<file path="src/rtl/seg_display_mux.sv">
// Four-digit multiplexed 7-segment driver for the stopwatch digits (M.SS.t).
// Scans anodes, decodes BCD, inserts per-slot dead time, and registers all pin outputs.
module seg_display_mux #(
  parameter int unsigned REFRESH_DIV  = 100000,
  parameter int unsigned BLANK_CYCLES = 1000,
  parameter bit          ACTIVE_LOW   = 1'b1
) (
  input  logic       clk,
  input  logic       rst,
  input  logic [3:0] digit_min,
  input  logic [3:0] digit_st,
  input  logic [3:0] digit_su,
  input  logic [3:0] digit_tenths,
  input  logic       blank_lead,
  output logic [3:0] an,
  output logic [6:0] seg,
  output logic       dp
);

  localparam int unsigned CNT_W = $clog2(REFRESH_DIV);
  localparam logic [CNT_W-1:0] SLOT_LAST = CNT_W'(REFRESH_DIV - 1);
  localparam logic [CNT_W-1:0] SLOT_LIT  = CNT_W'(BLANK_CYCLES);
  localparam logic [1:0]       IDX_MIN   = 2'd3;

  // Active-high segment pattern {g,f,e,d,c,b,a}; non-BCD codes stay dark.
  function automatic logic [6:0] bcd_to_seg(input logic [3:0] d);
    logic [6:0] s;
    case (d)
      4'd0:    s = 7'b0111111;
      4'd1:    s = 7'b0000110;
      4'd2:    s = 7'b1011011;
      4'd3:    s = 7'b1001111;
      4'd4:    s = 7'b1100110;
      4'd5:    s = 7'b1101101;
      4'd6:    s = 7'b1111101;
      4'd7:    s = 7'b0000111;
      4'd8:    s = 7'b1111111;
      4'd9:    s = 7'b1101111;
      default: s = 7'b0000000;
    endcase
    return s;
  endfunction

  logic [CNT_W-1:0] r_slot;
  logic [1:0]       r_idx;
  logic [3:0][3:0]  r_snap;
  logic [3:0]       r_an;
  logic [6:0]       r_seg;
  logic             r_dp;

  logic [CNT_W-1:0] w_slot_nxt;
  logic [1:0]       w_idx_nxt;
  logic             w_snap_ld;
  logic [3:0]       w_digit;
  logic             w_lit;
  logic [3:0]       w_an_act;
  logic [6:0]       w_seg_act;
  logic             w_dp_act;

  // Slot counter wrap, digit advance and end-of-frame snapshot strobe.
  always_comb begin
    w_slot_nxt = r_slot + CNT_W'(1);
    w_idx_nxt  = r_idx;
    w_snap_ld  = 1'b0;
    if (r_slot == SLOT_LAST) begin
      w_slot_nxt = '0;
      w_idx_nxt  = r_idx + 2'd1;
      w_snap_ld  = (r_idx == IDX_MIN);
    end
  end

  // Active-high pin values for the current slot; minutes blanking uses live blank_lead.
  always_comb begin
    w_digit   = r_snap[r_idx];
    w_an_act  = 4'b0000;
    w_seg_act = 7'b0000000;
    w_dp_act  = 1'b0;
    w_lit     = (r_slot >= SLOT_LIT) &&
                !((r_idx == IDX_MIN) && blank_lead && (r_snap[3] == 4'd0));
    if (w_lit) begin
      w_an_act  = 4'b0001 << r_idx;
      w_seg_act = bcd_to_seg(w_digit);
      w_dp_act  = r_idx[0];
    end
  end

  always_ff @(posedge clk or posedge rst) begin
    if (rst) begin
      r_slot <= '0;
      r_idx  <= '0;
      r_snap <= '0;
      r_an   <= {4{ACTIVE_LOW}};
      r_seg  <= {7{ACTIVE_LOW}};
      r_dp   <= ACTIVE_LOW;
    end else begin
      r_slot <= w_slot_nxt;
      r_idx  <= w_idx_nxt;
      if (w_snap_ld) begin
        r_snap <= {digit_min, digit_st, digit_su, digit_tenths};
      end
      r_an   <= w_an_act ^ {4{ACTIVE_LOW}};
      r_seg  <= w_seg_act ^ {7{ACTIVE_LOW}};
      r_dp   <= w_dp_act ^ ACTIVE_LOW;
    end
  end

  assign an  = r_an;
  assign seg = r_seg;
  assign dp  = r_dp;

endmodule

</file>
<file path="config.mk">
export PLATFORM = sky130hd
export DESIGN_NAME = seg_display_mux
export DESIGN_NICKNAME = d
export VERILOG_FILES = /design/src/rtl/seg_display_mux.sv
export SDC_FILE = /design/constraint.sdc
export NUM_CORES = 1
export LEC_CHECK = 0
export CORE_UTILIZATION = 45
export DETAILED_ROUTE_END_ITERATION = 12
export GPL_ROUTABILITY_DRIVEN = 1
export PLACE_DENSITY = 0.71
export REMOVE_ABC_BUFFERS = 1
export SYNTH_ARGS = -nofsm -noshare
export SYNTH_HDL_FRONTEND = slang
export SYNTH_SLANG_ARGS = --single-unit
</file>
<file path="constraint.sdc">
create_clock -name clk -period 2.3 [get_ports clk]
set_input_delay 0.69 -clock clk [delete_from_list [all_inputs] [get_ports clk]]
set_output_delay 0.69 -clock clk [all_outputs]
set_load 0.005 [all_outputs]
</file>
## After elaboration in Yosys (flattened, before gate mapping)

Memory sizes are Yosys's and may differ from the RTL's.
Cells that the tools add are included.

| word-level totals | value |
|---|---|
| register bits after elaboration | 47 |
| bits in latches | 0 |
| RAM bits | 0 |
| ROM bits | 112 |
| bits of input ports | 19 |
| output and inout port bits | 12 |
| logic and storage cells | 32 |
| memories kept | 1 |

Memories:

| memory | depth | width | rd ports | clocked after memory_dff | wr ports | line | source |
|---|---|---|---|---|---|---|---|
| (no name shown) | 16 | 7 | 1 | 0 | 0 | 28 | `case (d)` |

| operators by class | value |
|---|---|
| add/subtract/negate cells | 2 |
| multiply operators | 0 |
| div/mod/pow operators | 0 |
| magnitude comparators | 2 |
| equality and inequality tests | 2 |
| shift operators | 1 |
| mux-type cells | 7 |
| bitwise operators | 3 |
| reduce and logical (&&, ||, !) cells | 5 |

Operators with widths:

| kind | number |
|---|---|
| $add 17x1->17 const B | 1 |
| $eq 17x17->1 const B | 1 |
| $ge 17x10->1 const B | 1 |
| $mux 17 | 1 |
| $bmux 4 s2 | 1 |
| $mux 4 | 2 |
| $mux 7 | 1 |
| $not 7->7 | 1 |
| $logic_not 4->1 | 1 |
| $not 4->4 | 1 |
| $shl 1x2->4 const A | 1 |
| $logic_and 1x1->1 | 3 |
| $lt 2x3->1 const B | 1 |
| $add 2x1->2 const B | 1 |
| $eq 2x2->1 const B | 1 |
| $mux 1 | 2 |
| $logic_not 1->1 | 1 |
| $not 1->1 | 1 |

## Logic depth before layout (Yosys ltp)

| depth | value |
|---|---|
| depth after elaboration | 7 |
| gate-level depth with buffers | 7 |
| mapped depth without buffers | 6 |

## Worst setup path before layout

No wires, ideal clock.

| path | value |
|---|---|
| path kind | register to register |
| start | register r_slot[0] |
| end | register r_snap[0] in the netlist's numbering |
| data arrival time | 1824 ps |
| data required time | 2175 ps |
| setup slack | 351 ps |
| cell stages (with the launch flop) | 8 |
| period minus slack after synthesis | 1949 ps |
| path through | dfrtp_1 -> ha_1 -> and4_1 -> buf_4 -> nand4_4 -> nor3_4 -> buf_8 -> mux2_4 |

| between the ends | value |
|---|---|
| cells in the longest elaborated chain, start to end | 2 |

RTL lines:

| element | line | source |
|---|---|---|
| start: declaration | 44 | `logic [CNT_W-1:0] r_slot;` |
| start signal: assignment | 96 | `r_slot <= w_slot_nxt;` |
| $eq 17x17->1 | 65 | `if (r_slot == SLOT_LAST) begin` |
| $mux 1 | 65 |  |
| end signal: assignment | 99 | `r_snap <= {digit_min, digit_st, digit_su, digit_tenths};` |
| end: declaration | 46 | `logic [3:0][3:0] r_snap;` |

Every way passes these cells.
A chain may end at the register's enable or synchronous reset.

## Final worst setup path

| path | value |
|---|---|
| start | register r_slot[0] |
| end | register r_snap[2] in the netlist's numbering |

Same word-level chain as after synthesis.

==> flow_summary.json <==
{
  "result_of_the_run": "complete, no violations",
  "num_antenna_cells": 0,
  "ys_seq_area_share_pct": 51.3,
  "timing.critical_path.from_type": "flip-flop",
  "numPlacedInstances": 281,
  "unrepaired_setup_endpoints_after_global_routing": "false",
  "power.share.sequential_pct": 55.5,
  "irDropWorstVdd_v": 0.000423,
  "finalHoldViolCount": 0,
  "crit_fanout": 16,
  "port_buffers": 30,
  "vias_per_cell": 5.04,
  "detailed_routing_iterations_pass_1": 4,
  "synth_flop_cell": "dfrtp_1",
  "numClockSinks": 47,
  "dominant_combinational_cell_family_by_area_after_synthesis": "simple AND/OR/NAND/NOR gates",
  "die_h_microns": 73.8,
  "finalSetupTns_ns": 0,
  "ys_async_sr_fraction_pct": 100,
  "initial_antenna_violation_count": 0,
  "synth_enable_flop_cells": 0,
  "synthMuxAreaShare_pct": 13.7,
  "p_int_mw": 1.21,
  "yosys_register_bits": 47,
  "std_cell_rows": 25,
  "power.share.clock_pct": 41.1,
  "total_power_mw": 1.49,
  "synth_compound_gate_area_share_pct": 5.12,
  "switching_share_pct": 18.8,
  "worstSetupPathType": "reg -> reg",
  "ant_nets": 0,
  "critPathSlowestCell": "dfrtp_1",
  "maxCapViolCount": 0,
  "postCtsSetupBuffers": 0,
  "timing.critical_path.arrival_ns": 2.20,
  "end_kind": "flip-flop",
  "hold_class": "reg -> reg",
  "cts_made_buffers": 5,
  "dr_total_vias": 1456,
  "insertion_delay_ns": 0.29,
  "critical_path_buf_inv_count": 1,
  "design_area_sq_um": 2820,
  "cts-root-to-sink-buffers": 2,
  "die_w_microns": 73.8,
  "post_cts_resized": 0,
  "critical-path-top-delay-family": "simple AND/OR/NAND/NOR gates",
  "area_delta_synth_final_pct": 21.6,
  "initial_util_pct": 47.9,
  "finish.net_count": 251,
  "maxSlewHeadroom_pct": 66.7,
  "setup_viol": 0,
  "power_per_cell_area_nw_per_um2": 528,
  "r2r_slack_ns": 0.27,
  "synth-simple-area-share_pct": 14.4,
  "clk_pin_slew_ns": 0.08,
  "htree_levels": 2,
  "path_cells": "ha_1 > and4_1 > nand4_4 > nor3_4 > buf_12 > mux2_2",
  "cts_tree": "yes",
  "final-max-slew-violation-count": 0,
  "nFillCells": 403,
  "syn_area_per_cell_sq_um": 12.4,
  "synth.yosys.warnings": 0,
  "synth_fa_ha_area_share_pct": 5.93,
  "cts-hold-fix-buffers": 0,
  "grt_first_pass_wirelength_microns": 7040,
  "tightestPinTransition_ns": 0.496,
  "placer_congestion": 0.823,
  "post-route-drc-count": 0,
  "synth-xor-area-share_pct": 4.91,
  "worst-endpoint-required_ns": 2.48,
  "proportion_of_layout_cells_with_a_drive_suffix_above_1_pct": 22.5,
  "detailedPlacementHpwl_microns": 2840,
  "holdWs_ns": 0.506,
  "critical_path.max_stage_delay_ns": 0.41,
  "drt_iter0_drc": 34,
  "power.combinational.fraction_pct": 3.4,
  "io_pins": 31,
  "post_dp_cell_area_sq_um": 2700,
  "netSwitchingPower_mw": 0.281,
  "total_leakage_power_nw": 1.21,
  "vias_in_the_first_global_route": 1474,
  "syn_inst": 187,
  "fp.coreArea_sq_um": 4850,
  "synth_cell_type_count": 38,
  "clock_skew_ns": 0.00544,
  "die_area_sq_um": 5450,
  "drt-total-wl_microns": 3930,
  "drt-wirelength-per-cell_microns": 13.6,
  "synth_area_sq_um": 2320,
  "layout_min_cycle_time_ns": 2.03,
  "pin_count_of_the_biggest_net_entering_global_routing": 35,
  "grt-ovfl-total": 0,
  "groute.usage.overall_pct": 17.5,
  "instances_no_fill": 289,
  "clock-root-buffer": "clkbuf_8",
  "post-route-period-util_pct": 88.1,
  "fmaxAchievable_mhz": 494
}
-- layout make-up --
cell class	count	area, sq um	share of cell area, %
flip-flops and latches	47	1190	42.2
multi-input cells	120	1020	36.3
repair buffers	34	355	12.6
well taps	67	83.8	2.97
clock buffers	6	82.6	2.93
inverters	13	48.8	1.73
clock inverters	2	35.0	1.24
-- routing by layer --
metal / part of all wire [%] / track usage (%) / routed length [microns] / vias up
li1: - / - / - / 713
met1: 48 / 24.4 / 1890 / 704
met2: 48 / 26.5 / 1870 / 37
met3: 3.2 / 4.53 / 127 / 2
met4: 0.87 / 5.77 / 34 / 0
met5: 0 / 0 / 0 / -
-- sequential cells by signal, indices dropped and copies added, names as in the netlist --
register  flops
r_slot       17
dp            1
an            4
r_idx         2
seg           7
r_snap       16
-- layout by cell type, fill, tap and decap left out, drive strengths merged, types with 7 or more instances in the layout --
cell type / n
dfstp: 12
ha: 11
nor2: 8
a21oi: 7
nand2: 12
xnor2: 7
clkdlybuf4s50: 30
inv: 12
dfrtp: 35
o21ai: 8
mux2: 17
-- cells by family (layout without fill, tap and decap cells) --
| family | after synthesis | after routing |
|---|---|---|
| and+or+nand+nor | 54 | 54 |
| DFF | 47 | 47 |
| AOI/OAI and AO/OA | 21 | 21 |
| muxes | 21 | 21 |
| buffers and inverters | 20 | 55 |
| xor gates and xnor gates | 13 | 13 |
| adders and majority gates | 11 | 11 |
-- final timing paths --
| kind | start | end | cells past startpoint |
|---|---|---|---|
| hold reg to reg | r_slot[0] | r_slot[0] | 1 |
| setup / recovery | r_slot[0] | r_snap[2] | 6 |
| min in group asynchronous | rst | r_slot[13] | 2 |
| max in group asynchronous | rst | r_snap[3] | 3 |
| setup reg to reg | r_slot[0] | r_snap[2] | 6 |
| hold / removal | r_slot[0] | r_slot[0] | 1 |
-- through the flow --
step / util (%) / setup slack (ns)
after floorplan: - / 0.102
after global placement: 55.8 / 0.306
after detailed placement: 55.8 / 0.293
after CTS: 58.2 / 0.263
after global routing: 58.2 / 0.127
final: 58.2 / 0.274
-- cell usage after synthesis, drive strengths merged (3+ instances only) --
library cell	count	share of area [%]
nor2	8	1.4
and3	3	0.81
mux4	4	3.9
a21oi	7	1.5
xor2	6	2.3
mux2	17	9.9
dfstp	12	14
dfrtp	35	38
o21ai	8	1.7
nor3	4	1.3
nand2b	5	1.3
nand4	6	2.3
nand2	12	1.9
and4	3	1.1
nand3	4	0.86
buf	7	2.4
inv	13	2.1
xnor2	7	2.6
ha	11	5.9
-- power groups by stage --
stage | sequential (mW) | combinational [mW] | clock (mW)
after CTS | 0.827 | 0.0532 | 0.632
after global placement | 0.842 | 0.0523 | 0
after global routing | 0.827 | 0.0572 | 0.675
after floorplan | 0.842 | 0.0124 | 0
final | 0.827 | 0.0512 | 0.612
after detailed placement | 0.842 | 0.0527 | 0
No activity file was read; power rests on OpenSTA's default activity.
